--- src/rtl/nfc_rng_descr.sv ---
// Read-path de-randomizer: regenerates the program-path LFSR pattern from the
// session seed, XORs it onto raw flash words and flags erased pages.
module nfc_rng_descr #(
  parameter int PAGE_WORDS = 1024,
  parameter int ERASE_THR  = 4,
  parameter int CW         = 11
) (
  input  logic        clk,
  input  logic        rst_n,
  input  logic        en,
  input  logic        bypass,
  input  logic [31:0] seed,
  input  logic        in_vld,
  input  logic [15:0] in_dat,
  output logic        in_rdy,
  output logic        out_vld,
  output logic [15:0] out_dat,
  input  logic        out_rdy,
  output logic        page_done,
  output logic        page_erased
);

  localparam int NW = $clog2(ERASE_THR + 2);
  localparam logic [CW-1:0] LAST_WORD = CW'(PAGE_WORDS - 1);
  localparam logic [NW-1:0] NFF_SAT   = NW'(ERASE_THR + 1);
  localparam logic [NW-1:0] NFF_THR   = NW'(ERASE_THR);

  logic          en_dly;
  logic [31:0]   lfsr;
  logic          sel;
  logic [CW-1:0] wcnt;
  logic [NW-1:0] nff;

  logic          start;
  logic          accept;
  logic          page_end;
  logic [15:0]   pattern;
  logic [NW-1:0] nff_nxt;

  function automatic logic [31:0] lfsr_step(input logic [31:0] s);
    return {s[30:0], s[31] ^ s[6] ^ s[4] ^ s[2] ^ s[1] ^ s[0]};
  endfunction

  // Non-FFFF count only needs to resolve "above threshold", so it saturates.
  function automatic logic [NW-1:0] sat_inc(input logic [NW-1:0] c, input logic hit);
    return (hit && c != NFF_SAT) ? c + 1'b1 : c;
  endfunction

  assign start    = en & ~en_dly;
  assign in_rdy   = en & en_dly & (~out_vld | out_rdy);
  assign accept   = in_vld & in_rdy;
  assign pattern  = sel ? lfsr[31:16] : lfsr[15:0];
  assign nff_nxt  = sat_inc(nff, in_dat != 16'hFFFF);
  assign page_end = accept && (wcnt == LAST_WORD);

  // Stage boundary: raw input -> registered descrambled word and page verdict
  always_ff @(posedge clk or negedge rst_n) begin
    if (!rst_n) begin
      en_dly      <= 1'b0;
      lfsr        <= '0;
      sel         <= 1'b1;
      wcnt        <= '0;
      nff         <= '0;
      out_vld     <= 1'b0;
      out_dat     <= '0;
      page_done   <= 1'b0;
      page_erased <= 1'b0;
    end else begin
      en_dly    <= en;
      page_done <= 1'b0;
      if (start) begin
        lfsr        <= seed;
        sel         <= 1'b1;
        wcnt        <= '0;
        nff         <= '0;
        page_erased <= 1'b0;
        out_vld     <= 1'b0;
      end else if (!en) begin
        out_vld <= 1'b0;
      end else if (accept) begin
        out_dat <= bypass ? in_dat : (in_dat ^ pattern);
        out_vld <= 1'b1;
        if (!bypass) begin
          if (sel) lfsr <= lfsr_step(lfsr);
          sel <= ~sel;
        end
        if (page_end) begin
          wcnt        <= '0;
          nff         <= '0;
          page_done   <= 1'b1;
          page_erased <= (nff_nxt <= NFF_THR);
        end else begin
          wcnt <= wcnt + 1'b1;
          nff  <= nff_nxt;
        end
      end else if (out_rdy) begin
        out_vld <= 1'b0;
      end
    end
  end

endmodule

--- config.mk ---
export PLATFORM = sky130hd
export DESIGN_NAME = nfc_rng_descr
export DESIGN_NICKNAME = d
export VERILOG_FILES = /design/src/rtl/nfc_rng_descr.sv
export SDC_FILE = /design/constraint.sdc
export NUM_CORES = 1
export LEC_CHECK = 0
export ABC_CLOCK_PERIOD_IN_PS = 1800
export CAP_MARGIN = 20
export CORE_MARGIN = 2
export CORE_UTILIZATION = 51
export CTS_BUF_LIST = sky130_fd_sc_hd__clkbuf_16
export DETAILED_ROUTE_END_ITERATION = 8
export GPL_TIMING_DRIVEN = 0
export HOLD_SLACK_MARGIN = 0.03
export MAX_ROUTING_LAYER = met4
export PLACE_DENSITY = 0.91
export SLEW_MARGIN = 20
export SYNTH_ARGS = -nofsm -noshare
export SYNTH_HDL_FRONTEND = slang
export SYNTH_SLANG_ARGS = --single-unit
--- constraint.sdc ---
create_clock -name clk -period 1.8 [get_ports clk]
set_input_delay 0.54 -clock clk [delete_from_list [all_inputs] [get_ports clk]]
set_output_delay 0.54 -clock clk [all_outputs]
set_load 0.03 [all_outputs]
After elaboration in Yosys (flattened, before gate mapping)
Index checks and enable logic that the tools add are counted.

cells by class
  add/subtract/negate cells = 2
  multipliers = 0
  div/mod/pow operators = 0
  magnitude comparators = 1
  equal/unequal tests = 5
  shifts and indexed selects = 0
  muxes and demuxes = 32
  bitwise logic cells = 15
  reduce and logical (&&, ||, !) cells = 11

operators with widths
  operator                                          count
  2-to-1 mux 32 bit                                 5
  2-to-1 mux 11 bit                                 4
  2-to-1 mux 16 bit                                 2
  2-to-1 mux 1 bit                                  16
  != test 16 bit (second input constant)            1
  XOR 16 bit                                        1
  2-to-1 mux 3 bit                                  5
  adder 11 x 1 -> 11 bit (second input constant)    1
  == test 11 x 10 -> 1 bit (second input constant)  1
  AND reduction 3 bit                               3
  nonzero test 2 bit                                4
  XOR 1 bit                                         5
  bitwise AND 1 bit                                 4
  != test 4 x 1 -> 1 bit (second input constant)    1
  NOT 1 bit                                         4
  AND reduction 4 bit                               1
  adder 3 x 1 -> 3 bit (second input constant)      1
  <= comparator 3 bit (second input constant)       1
  != test 3 bit (second input constant)             1
  logical AND 1 bit                                 2
  != test 2 x 1 -> 1 bit (second input constant)    1
  AND reduction 2 bit                               1
  bitwise OR 1 bit                                  1

storage, ports and cells
  flip-flop bits (word level) = 67
  latch bits = 0
  RAM bits = 0
  ROM bits = 0
  bits of input ports = 54
  output and inout bits = 20
  logic and storage cells = 75
  memories kept = 0

Longest topological paths before layout
Gate-level depths: netlist of run 1.

  depth after elaboration = 10
  depth in mapped cells = 7
  depth with buffers taken out = 6

Worst setup path before layout of run 1
Ideal clock, no wire load.

  path type = in2reg
  start = in bypass
  end = reg lfsr[10]
  arrival time = 1.588 ns
  data required time = 1.673 ns
  setup slack = 0.085 ns
  stages on the path = 6
  path buffers = 3
  path through = buf_2 > nor4_4 > or2_2 > clkbuf_1 > buf_4 > a31oi_1

between the ends
  cells in the longest elaborated chain, start to end = 2

RTL lines
  what                                     line  RTL
  start, declared                          11    input logic bypass,
  != test 2 x 1 -> 1 bit (no source line)  n/a
  AND reduction 4 bit (no source line)     n/a
  end signal, assigned                     84    if (sel) lfsr <= lfsr_step(lfsr);
  end, declared                            29    logic [31:0] lfsr;

No other way between the ends.
A chain may end at the register's enable or synchronous reset.

Worst setup path after layout of run 1
  start = reg sel
  end = reg lfsr[0]

between the ends
  cells in the longest elaborated chain, start to end = 2

RTL lines
  what                                  line  RTL
  start, declared                       30    logic sel;
  start signal, assigned                85    sel <= ~sel;
  nonzero test 2 bit (no source line)   n/a
  AND reduction 4 bit (no source line)  n/a

No other way between the ends.

==> results of run 1 <==
-- layout by cell type, fill, tap and decap left out, types with 2 or more instances in the layout --
cell             instances
xnor2_1                 18
ha_1                     2
nor3_1                  32
dfrtp_1                 66
clkinvlp_4               2
a31oi_1                 35
clkbuf_1                 5
inv_1                    4
clkbuf_2                10
a21oi_1                 12
clkbuf_16                9
o21ai_0                 23
or3_1                    7
o31ai_1                  3
nand4_1                  9
clkdlybuf4s50_1         34
nor2_1                  20
nor2b_4                  2
dlygate4sd2_1           25
clkbuf_4                 2
nor4_4                   2
mux2i_1                 17
clkinv_1                 2
and3_1                   2
dlymetal6s2s_1           9
nand2_1                 86
o211ai_1                 2
buf_4                   16
or4_1                    3
buf_2                    5
nand3_1                  5
buf_6                    2
nand2b_1                 2
-- stage by stage --
step                      utilization  std cells  setup TNS, ns
after floorplan                     -        402              0
after global placement          0.650        569        -165.81
after detailed placement        0.653        570         -38.93
after CTS                       0.705        592              0
after global routing            0.716        595        -0.0172
final                           0.716        595              0
-- how the worst max path moves through the flow --
stage | from | endpoint | slack (ns) | cells after the start
global route | sel | lfsr[0] | -0.01 | 6
global placement | rst_n | out_dat[12] | -1.95 | 1
CTS | sel | lfsr[0] | 0.004 | 6
finish | sel | lfsr[0] | 0.04 | 6
detailed placement | en | in_rdy | -0.75 | 4
floorplan | bypass | lfsr[10] | 0.09 | 6
-- where the power goes --
part / total (uW) / internal [uW] / switching (uW) / leakage (uW)
clock: 1690 / 1050 / 643 / 0.000132
combinational: 1290 / 567 / 719 / 0.00130
sequential: 2000 / 1770 / 234 / 0.000805
total: 4980 / 3390 / 1600 / 0.00224
-- metal layers --
layer | routed length (um) | vias to the layer above | track usage
met1 | 4250 | 1655 | 0.351
met3 | 718 | 32 | 0.0443
li1 | - | 1620 | -
met5 | 0 | - | -
met2 | 5070 | 190 | 0.452
met4 | 340 | 0 | 0.131
-- final cells by class --
type	count	share of cell area
clock inverter	6	0.0118
buffer	27	0.0329
multi-input combinational	303	0.370
timing repair buffer	83	0.166
tap	96	0.0247
sequential	67	0.345
clock buffer	9	0.0463
inverter	4	0.00309
-- state kept, by name, summed over array words and instances (netlist names) --
signal / count
en_dly: 1
lfsr: 32
nff: 3
out_dat: 16
out_vld: 1
page_done: 1
page_erased: 1
sel: 1
wcnt: 11
-- critical path: stages, from the launching register on --
cell	delay [ns]
dfstp_2	0.54
buf_8	0.11
nand2_1	0.09
nor4_4	0.24
buf_6	0.17
or3b_1	0.36
a31oi_1	0.17
-- logic make-up (layout without fill, tap and decap cells) --
group | after synthesis | in the layout | synth area share
flops | 67 | 67 | 0.468
compound gates | 84 | 84 | 0.146
mux | 17 | 17 | 0.0475
buf+inv | 32 | 129 | 0.0405
fa+ha+maj | 3 | 3 | 0.0105
xor+xnor | 19 | 19 | 0.0503
simple gates | 180 | 180 | 0.237
-- repair_timing --
item	in CTS	in global routing
hold endpoints to repair	0	0
pin swaps	6	5
resized for setup	52	21
endpoints found under the setup margin	84	44
buffers inserted	8	3
==> out/results.ini, run 1 <==
[yosys]
yosys_warnings = 0
synth_cells = 402
yosysTopAreaCellShare = 0.461
seq_area_frac_synth = 0.468
synth_ff_type = dfrtp_1
yosys-top-cells-count = nand2_1 (87), dfrtp_1 (66), a31oi_1 (36)
yosysMostFrequentCell = nand2_1
synth_edf_count = 0
ys_types = 44
synthArstFlopShare = 1.00
syn_area_per_cell_um2 = 8.91
yosysTopAreaCell = dfrtp_1
synth_nets = 459
ys_ff_latch = 67
ys_top_cells_by_area = dfrtp_1 (46%), nand2_1 (9.1%), a31oi_1 (6.3%)
netlist_area_mm2 = 0.00358

[drt]
antenna_left = 0
wl_per_cell_um = 17.4
drtIter0Drc = 392
drt_first_pass_iters = 6
drt_wl_total_um = 10400
drc = 0
vias_per_cell = 5.88
num_vias = 3497

[global_routing]
grt_start_max_net_pins = 61
grt_antenna_before_repair = 0
grt_pass1_wl_um = 16200
grt.overflow.total = 0
grt_pass1_vias = 3372
grt_use_total = 0.282

[critical_path]
reg2reg_from = sel
rrSetupSlack_ns = 0.04
path_max_fanout = 7
worstPathArrival_ns = 2.01
reg2reg_to = lfsr[0]
rr_worst_depth = 6
critical_path_class = reg -> reg
worstSetupStartpointType = flop
required_ns = 2.06
critPathCaptureType = flop

[sta]
setup_viol = 0
finClkSkew_ns = 0.00314
layout_setup_ws_ns = 0.0409
relSlewSlack = 0.708
min_period_ns = 1.76
holdWs_ns = 0.0281
tightestPinTransition_ns = 0.434
finalCritPeriodShare = 0.977
timing.fmax_mhz = 568
hold_viol = 0
slew_violations = 0

[cells_and_area]
diodes = 0
multi_input_area_mm2 = 0.00180
final_net_count = 552
drive_gt1_frac = 0.128
num-fill-cells = 468
stdcell_area_mm2 = 0.00486
area_growth_pct = 35.7
seq_area_mm2 = 0.00168

[floorplanning]
num_io_pins = 74
core-area_mm2 = 0.00679
dieWidth_um = 87.8
die-area_mm2 = 0.00771
start_util = 0.527
fp-row-count = 30
die_h_um = 87.8

[job]
cap_violations = 0

[clocking]
clk_path_buf_depth = 2
clock_sinks = 67
cts_hold_buf = 0
cts_tree = yes
path_clk_slew_ns = 0.05
cts_buffers = 9
h-tree-depth = 3
worstSkewPairLatency_ns = 0.33
cts_root_buf = clkbuf_16

[pwr]
ir_drop_uv = 568
power_uw = 4980
pwr_density_cell_mw_per_mm2 = 1020
p_leak_uw = 0.00224

[place]
place_congestion = 0.886
post_dp_cell_area_mm2 = 0.00444
pre_cts_slack_ns = -0.749
post-dp-hpwl_um = 7150
portBuffers = 71

[worst_hold_path]
hp-class = in -> async

[status]
outcome = complete, no violations

Power figures use the tool's default switching activity.
==> run 2, diff against run 1 <==
ABC_AREA = 1   (was default)
CORE_UTILIZATION = 52   (was 51)
PLACE_DENSITY = 0.92   (was 0.91)
SLEW_MARGIN = 10   (was 20)
==> run 2 against run 1 <==
Register-to-register slack better by 0.05 ns. Fmax rose by 2.9%. Area after synthesis grew 1.5%. Combinational power grew 32%. Worst hold slack better by 0.27 ns. Worst setup slack better by 0.050 ns. Critical path type unchanged. Largest cell class is now sequential cells.
==> out/results.ini, run 2 <==
[status]
outcome = complete, no violations

[clocking]
cts_tree = yes
cts_hold_buf = 0  ; unchanged
h-tree-depth = 3  ; unchanged
cts_root_buf = clkbuf_16
clk_path_buf_depth = 2  ; unchanged
clock_sinks = 67  ; unchanged
cts_buffers = 9  ; unchanged
path_clk_slew_ns = 0.06  ; about the same
worstSkewPairLatency_ns = 0.33  ; about the same

[cells_and_area]
reg_top3 = lfsr x32, out_dat x16, wcnt x11
largest_reg_flops = 32  ; unchanged
area_growth_pct = 30.8
final_cell_mix = nand2_1 (84), dfrtp_1 (66), clkdlybuf4s50_1 (49), inv_1 (46), o21ai_1 (34)
diodes = 0  ; unchanged
final_common_cell = nand2_1
regMostFlops = lfsr
final_net_count = 568  ; +2.9%
stdcell_area_mm2 = 0.00475  ; -2.2%
drive_gt1_frac = 0.112  ; -0.0159

[yosys]
yosys-top-cells-count = nand2_1 (85), dfrtp_1 (66), inv_1 (46)
synth_cells = 426  ; +6.0%
ys_types = 40  ; -9.1%
yosysTopAreaCell = dfrtp_1
netlist_area_mm2 = 0.00364  ; +1.5%
yosysMostFrequentCell = nand2_1
ys_ff_latch = 67  ; unchanged
synth_ff_type = dfrtp_1
yosysTopAreaCellShare = 0.454  ; -0.00682
synthArstFlopShare = 1.00  ; unchanged
seq_area_frac_synth = 0.461  ; -0.00693
syn_area_per_cell_um2 = 8.54  ; -4.2%
synth_nets = 483  ; +5.2%
yosys_warnings = 0  ; unchanged
ys_top_cells_by_area = dfrtp_1 (45%), nand2_1 (8.8%), o211ai_1 (6.2%)
synth_edf_count = 0  ; unchanged

[drt]
wl_per_cell_um = 15.2  ; -13%
antenna_left = 0  ; unchanged
drt_wl_total_um = 9280  ; -11%
vias_per_cell = 5.51  ; -6.2%
drt_first_pass_iters = 8  ; +2
drc = 0  ; unchanged
num_vias = 3375  ; -3.5%
drtIter0Drc = 307  ; -22%

[critical_path]
worstSetupStartpointType = flop
required_ns = 2.04  ; -0.02 ns
worstPathArrival_ns = 1.95  ; -0.06 ns
critical_path_class = reg -> reg
critPathCaptureType = flop
path_max_fanout = 10  ; +3

[sta]
relSlewSlack = 0.433  ; -0.275
fin_setup_tns_ns = 0  ; unchanged
setup_viol = 0  ; unchanged
layout_setup_ws_ns = 0.0904  ; +0.0495 ns
slew_violations = 0  ; unchanged
finalCritPeriodShare = 0.950  ; -0.0275
tightestPinTransition_ns = 0.851  ; +0.417 ns
hold_viol = 0  ; unchanged
rsz0062_at_grt = yes
min_period_ns = 1.71  ; -0.0495 ns
finClkSkew_ns = 0.00981  ; +0.00667 ns
timing.fmax_mhz = 585  ; +2.9%

[job]
cap_violations = 0  ; unchanged

[pwr]
p_leak_uw = 0.00225  ; +0.60%
ir_drop_uv = 677  ; +19%
pwr_density_cell_mw_per_mm2 = 1150  ; +12%
power_uw = 5450  ; +9.3%

[place]
pre_cts_slack_ns = -0.730  ; +0.0184 ns
place_congestion = 0.929  ; +4.8%
post_dp_cell_area_mm2 = 0.00447  ; +0.82%
portBuffers = 72  ; +1.4%
post-dp-hpwl_um = 6610  ; -7.5%

[floorplanning]
start_util = 0.535  ; +0.00792
core-area_mm2 = 0.00679  ; unchanged
fp-row-count = 30  ; unchanged
die-area_mm2 = 0.00768  ; -0.43%
die_h_um = 87.6  ; -0.22%
dieWidth_um = 87.6  ; -0.22%
num_io_pins = 74  ; unchanged

[global_routing]
grt_antenna_before_repair = 0  ; unchanged
grt_start_max_net_pins = 68  ; +11%
grt.overflow.total = 0  ; unchanged
grt_pass1_wl_um = 15400  ; -5.0%
grt_pass1_vias = 3238  ; -4.0%
grt_use_total = 0.269  ; -0.0128

[worst_hold_path]
hp-class = in -> async

## run 2: cell types whose count changed after synthesis, sizes merged, moves of 12 or more
cell and change:
o21ai +45, mux2i -17, o211ai +29, inv +45, xor2 +20, a31oi -35
xnor2 -14, clkbuf -12, nor3 -30, a21oi +13
## run 2: path summary, 6_finish.rpt
path	slack, ns	startpoint	endpoint	cells after the start
worst max-delay path	0.09	sel	out_dat[9]	5
worst min-delay path	0.30	rst_n	lfsr[3]	1
worst max register to register	0.09	sel	out_dat[9]	5
worst min register to register	0.47	page_erased	page_erased	2
max in group asynchronous	0.92	rst_n	nff[0]	1
min in group clk	0.47	page_erased	page_erased	2
## run 2: logic make-up (layout without fill, tap and decap cells)
logic type	after synthesis	after routing	share of synthesized area
and+or+nand+nor	130	130	0.164
xor gates and xnor gates	24	24	0.0578
buffers and inverters	74	164	0.101
adders and majority gates	3	3	0.0103
AOI/OAI and AO/OA	128	128	0.206
DFF	67	67	0.461
## run 2: cell type report
cell class / instances / area, um^2
fillers: 502 / 2040
flip-flops and latches: 67 / 1680
multi-input cells: 285 / 1600
repair buffers: 74 / 708
clock buffers: 9 / 225
inverters: 50 / 193
plain buffers: 24 / 174
well taps: 96 / 120
clock inverters: 7 / 58.8
## run 2: routing by layer
metal,share of wire,vias to the layer above,GRT usage
li1,-,1586,-
met1,0.43,1599,0.356
met2,0.47,169,0.413
met3,0.070,21,0.0481
met4,0.021,0,0.106
met5,0,-,-
## run 2: worst max-delay path, stage by stage, from the launching register on
cell and delay [ns]:
dfstp_2 0.52, buf_2 0.17, clkbuf_1 0.34, o21ai_0 0.23, xor2_1 0.19, o21ai_0 0.17
## run 2: metrics by stage
step / util / instances / hold WS [ns]
final: 0.700 / 612 / 0.298
after detailed placement: 0.659 / 594 / 0.468
after CTS: 0.698 / 611 / 0.337
after global routing: 0.700 / 612 / 0.383
after floorplan: - / 426 / 0.244
after global placement: 0.659 / 594 / 0.465
## run 2: what timing repair did
item,4_1_cts,5_1_grt
pin swaps,1,2
resized for setup,30,2
setup buffers,1,1
endpoints found under the setup margin,47,3
## run 2: report_power, final
part	internal [uW]	switching [uW]
Clock	1050	606
Sequential	1880	220
Combinational	643	1050
==> run 3, diff against run 2 <==
ABC_CLOCK_PERIOD_IN_PS = 1400   (was 1800)
CORE_UTILIZATION = 47   (was 52)
PLACE_DENSITY = 0.88   (was 0.92)
clock period = 1.4 ns   (was 1.8 ns; I/O delays follow)
==> run 3 against run 2 <==
The flow now finishes with violations (negative setup slack). Sequential cell count is the same. Largest power group unchanged. Critical path type unchanged. Total power up 45%. Worst setup slack got worse by 0.31 ns. Sequential power is 32% higher. Global-route usage shrank 1.1 points. Highest routed layer unchanged. Core utilization rose by 0.87 points. Wire length up 33%. Non-clock buffer count rose by 33.
==> out/results.ini, run 3 (synthesized netlist as in run 2, its figures left out) <==
[status]
outcome = complete, but fails checks
failed_checks = negative setup slack

[floorplanning]
dieWidth_um = 92.0  ; +4.9%
num_io_pins = 74  ; unchanged
start_util = 0.478  ; -0.0572
die_h_um = 92.0  ; +4.9%
fp-row-count = 32  ; +6.7%
die-area_mm2 = 0.00846  ; +10%
core-area_mm2 = 0.00761  ; +12%

[cells_and_area]
num-fill-cells = 495  ; -1.4%
drive_gt1_frac = 0.287  ; +0.175
reg_top3 = lfsr x32, out_dat x16, wcnt x11
final_net_count = 602  ; +6.0%
regMostFlops = lfsr
final_common_cell = nand2_1
final_util = 0.709  ; +0.00874
diodes = 0  ; unchanged
area_growth_pct = 48.2
largest_reg_flops = 32  ; unchanged
final_cell_mix = nand2_1 (82), dfrtp_1 (65), o21ai_1 (51), inv_1 (46), clkdlybuf4s50_1 (33)
final_cell_count_no_fill = 652  ; +6.5%

[sta]
hold_viol = 0  ; unchanged
slew_violations = 0  ; unchanged
timing.fmax_mhz = 617  ; +5.5%
finalCritPeriodShare = 1.16  ; +0.208
finClkSkew_ns = 0.00643  ; -0.00337 ns
tightestPinTransition_ns = 0.844  ; -0.00729 ns
min_period_ns = 1.62  ; -0.0893 ns
relSlewSlack = 0.437  ; +0.00486
holdWs_ns = 0.182  ; -0.115 ns
layout_setup_ws_ns = -0.220  ; -0.311 ns
setup_viol = 63  ; +63
rsz0062_at_grt = yes

[critical_path]
reg2reg_to = wcnt[6]
reg2reg_from = wcnt[1]
critPathCaptureType = flop
startpoint = wcnt[1]
rr_worst_depth = 10  ; +5
worstSetupStartpointType = flop
path_max_fanout = 4  ; -6
rrSetupSlack_ns = -0.22  ; -0.31 ns
crit_end = wcnt[6]
required_ns = 1.61  ; -0.43 ns
worstPathArrival_ns = 1.83  ; -0.12 ns
critical_path_class = reg -> reg

[global_routing]
grt_pass1_vias = 3532  ; +9.1%
gr-usage-met1 = 0.326  ; -0.0293
grt_pass1_wl_um = 16600  ; +8.2%
grt_busiest_layer = met2
grt_use_met2 = 0.411  ; -0.00268
met3_usage = 0.0501  ; +0.00206
grt_use_total = 0.259  ; -0.0107
grt.overflow.total = 0  ; unchanged
grt_antenna_before_repair = 0  ; unchanged
grt_start_max_net_pins = 68  ; unchanged

[job]
cap_violations = 0  ; unchanged

[clocking]
clk_path_buf_depth = 2  ; unchanged
cts_root_buf = clkbuf_16
cts_buffers = 9  ; unchanged
h-tree-depth = 3  ; unchanged
path_clk_slew_ns = 0.06  ; about the same
worstSkewPairLatency_ns = 0.33  ; about the same
clock_sinks = 67  ; unchanged
cts_tree = yes

[place]
portBuffers = 72  ; unchanged
post-dp-hpwl_um = 6600  ; -0.15%
pre_cts_slack_ns = -0.870  ; -0.140 ns
place_congestion = 0.876  ; -5.7%
dp.cells = 600  ; +1.0%

[drt]
num_vias = 3736  ; +11%
antenna_left = 0  ; unchanged
drtIter0Drc = 408  ; +33%
drt_wl_total_um = 12400  ; +33%
drc = 0  ; unchanged
vias_per_cell = 5.73  ; +3.9%
drt_first_pass_iters = 5  ; -3
wl_per_cell_um = 19.0  ; +25%

[pwr]
power_uw = 7900  ; +45%
p_leak_uw = 0.00252  ; +12%
ir_drop_uv = 922  ; +36%
pwr_density_cell_mw_per_mm2 = 1470  ; +28%

[worst_hold_path]
hp-class = in -> async

==> run 3: cell types whose count changed in the layout (fill, tap and decap cells not counted), moves of 10 or more <==
cell,before,now
o21ai_1,34,51
buf_2,7,21
a21oi_2,1,12
clkdlybuf4s50_1,49,33
o21ai_2,2,12
o21ai_0,31,3
buf_4,5,27
a21oi_1,24,11
==> run 3: where the power goes <==
group / internal [uW] / switching [uW]
sequential: 2410 / 338
clock: 1550 / 868
combinational: 1070 / 1660
==> run 3: through the flow <==
stage | instance area [um^2] | setup TNS, ns
floorplan | 3660 | -6.37
global placement | 4510 | -182.00
global route | 5390 | -10.43
finish | 5390 | -7.19
CTS | 5030 | -1.95
detailed placement | 4510 | -35.76
==> run 3: final cells by class <==
type / count / area, um^2 / area share
buffer: 23 / 249 / 0.0462
clock buffer: 9 / 225 / 0.0418
clock inverter: 7 / 92.6 / 0.0172
inverter: 50 / 200 / 0.0371
multi-input combinational: 285 / 1790 / 0.331
sequential: 67 / 1680 / 0.312
tap: 102 / 128 / 0.0237
timing repair buffer: 108 / 1020 / 0.190
timing repair inverter: 1 / 8.76 / 0.00162
==> run 3: critical path, stage by stage (launching register included) <==
cell,delay [ns]
dfrtp_1,0.38
ha_2,0.21
nand2_2,0.08
nor2_4,0.11
nand2_2,0.08
nor2_4,0.15
nand3_4,0.10
o21ai_4,0.19
inv_2,0.09
nand2_1,0.07
nor2_1,0.05
==> run 3: worst min-delay path by stage <==
stage               slack (ns)          end  depth (start not counted)         from
global placement          0.47  page_erased                          2  page_erased
detailed placement        0.46  page_erased                          2  page_erased
finish                    0.18      lfsr[4]                          1        rst_n
global route              0.26      lfsr[4]                          1        rst_n
floorplan                 0.12       en_dly                          0        rst_n
CTS                       0.22      lfsr[4]                          1        rst_n
==> run 3: routing by layer <==
| layer | routed length (um) | up-vias |
|---|---|---|
| li1 | - | 1657 |
| met1 | 4750 | 1784 |
| met2 | 6060 | 242 |
| met3 | 981 | 53 |
| met4 | 593 | 0 |
| met5 | 0 | - |
==> run 3: timing repair <==
item	in CTS	in global routing
gates cloned	2	7
setup endpoints to repair	84	68
hold endpoints to repair	0	0
hold buffers	0	0
gates resized for setup	155	78
pin swaps	17	38
setup buffers	18	10
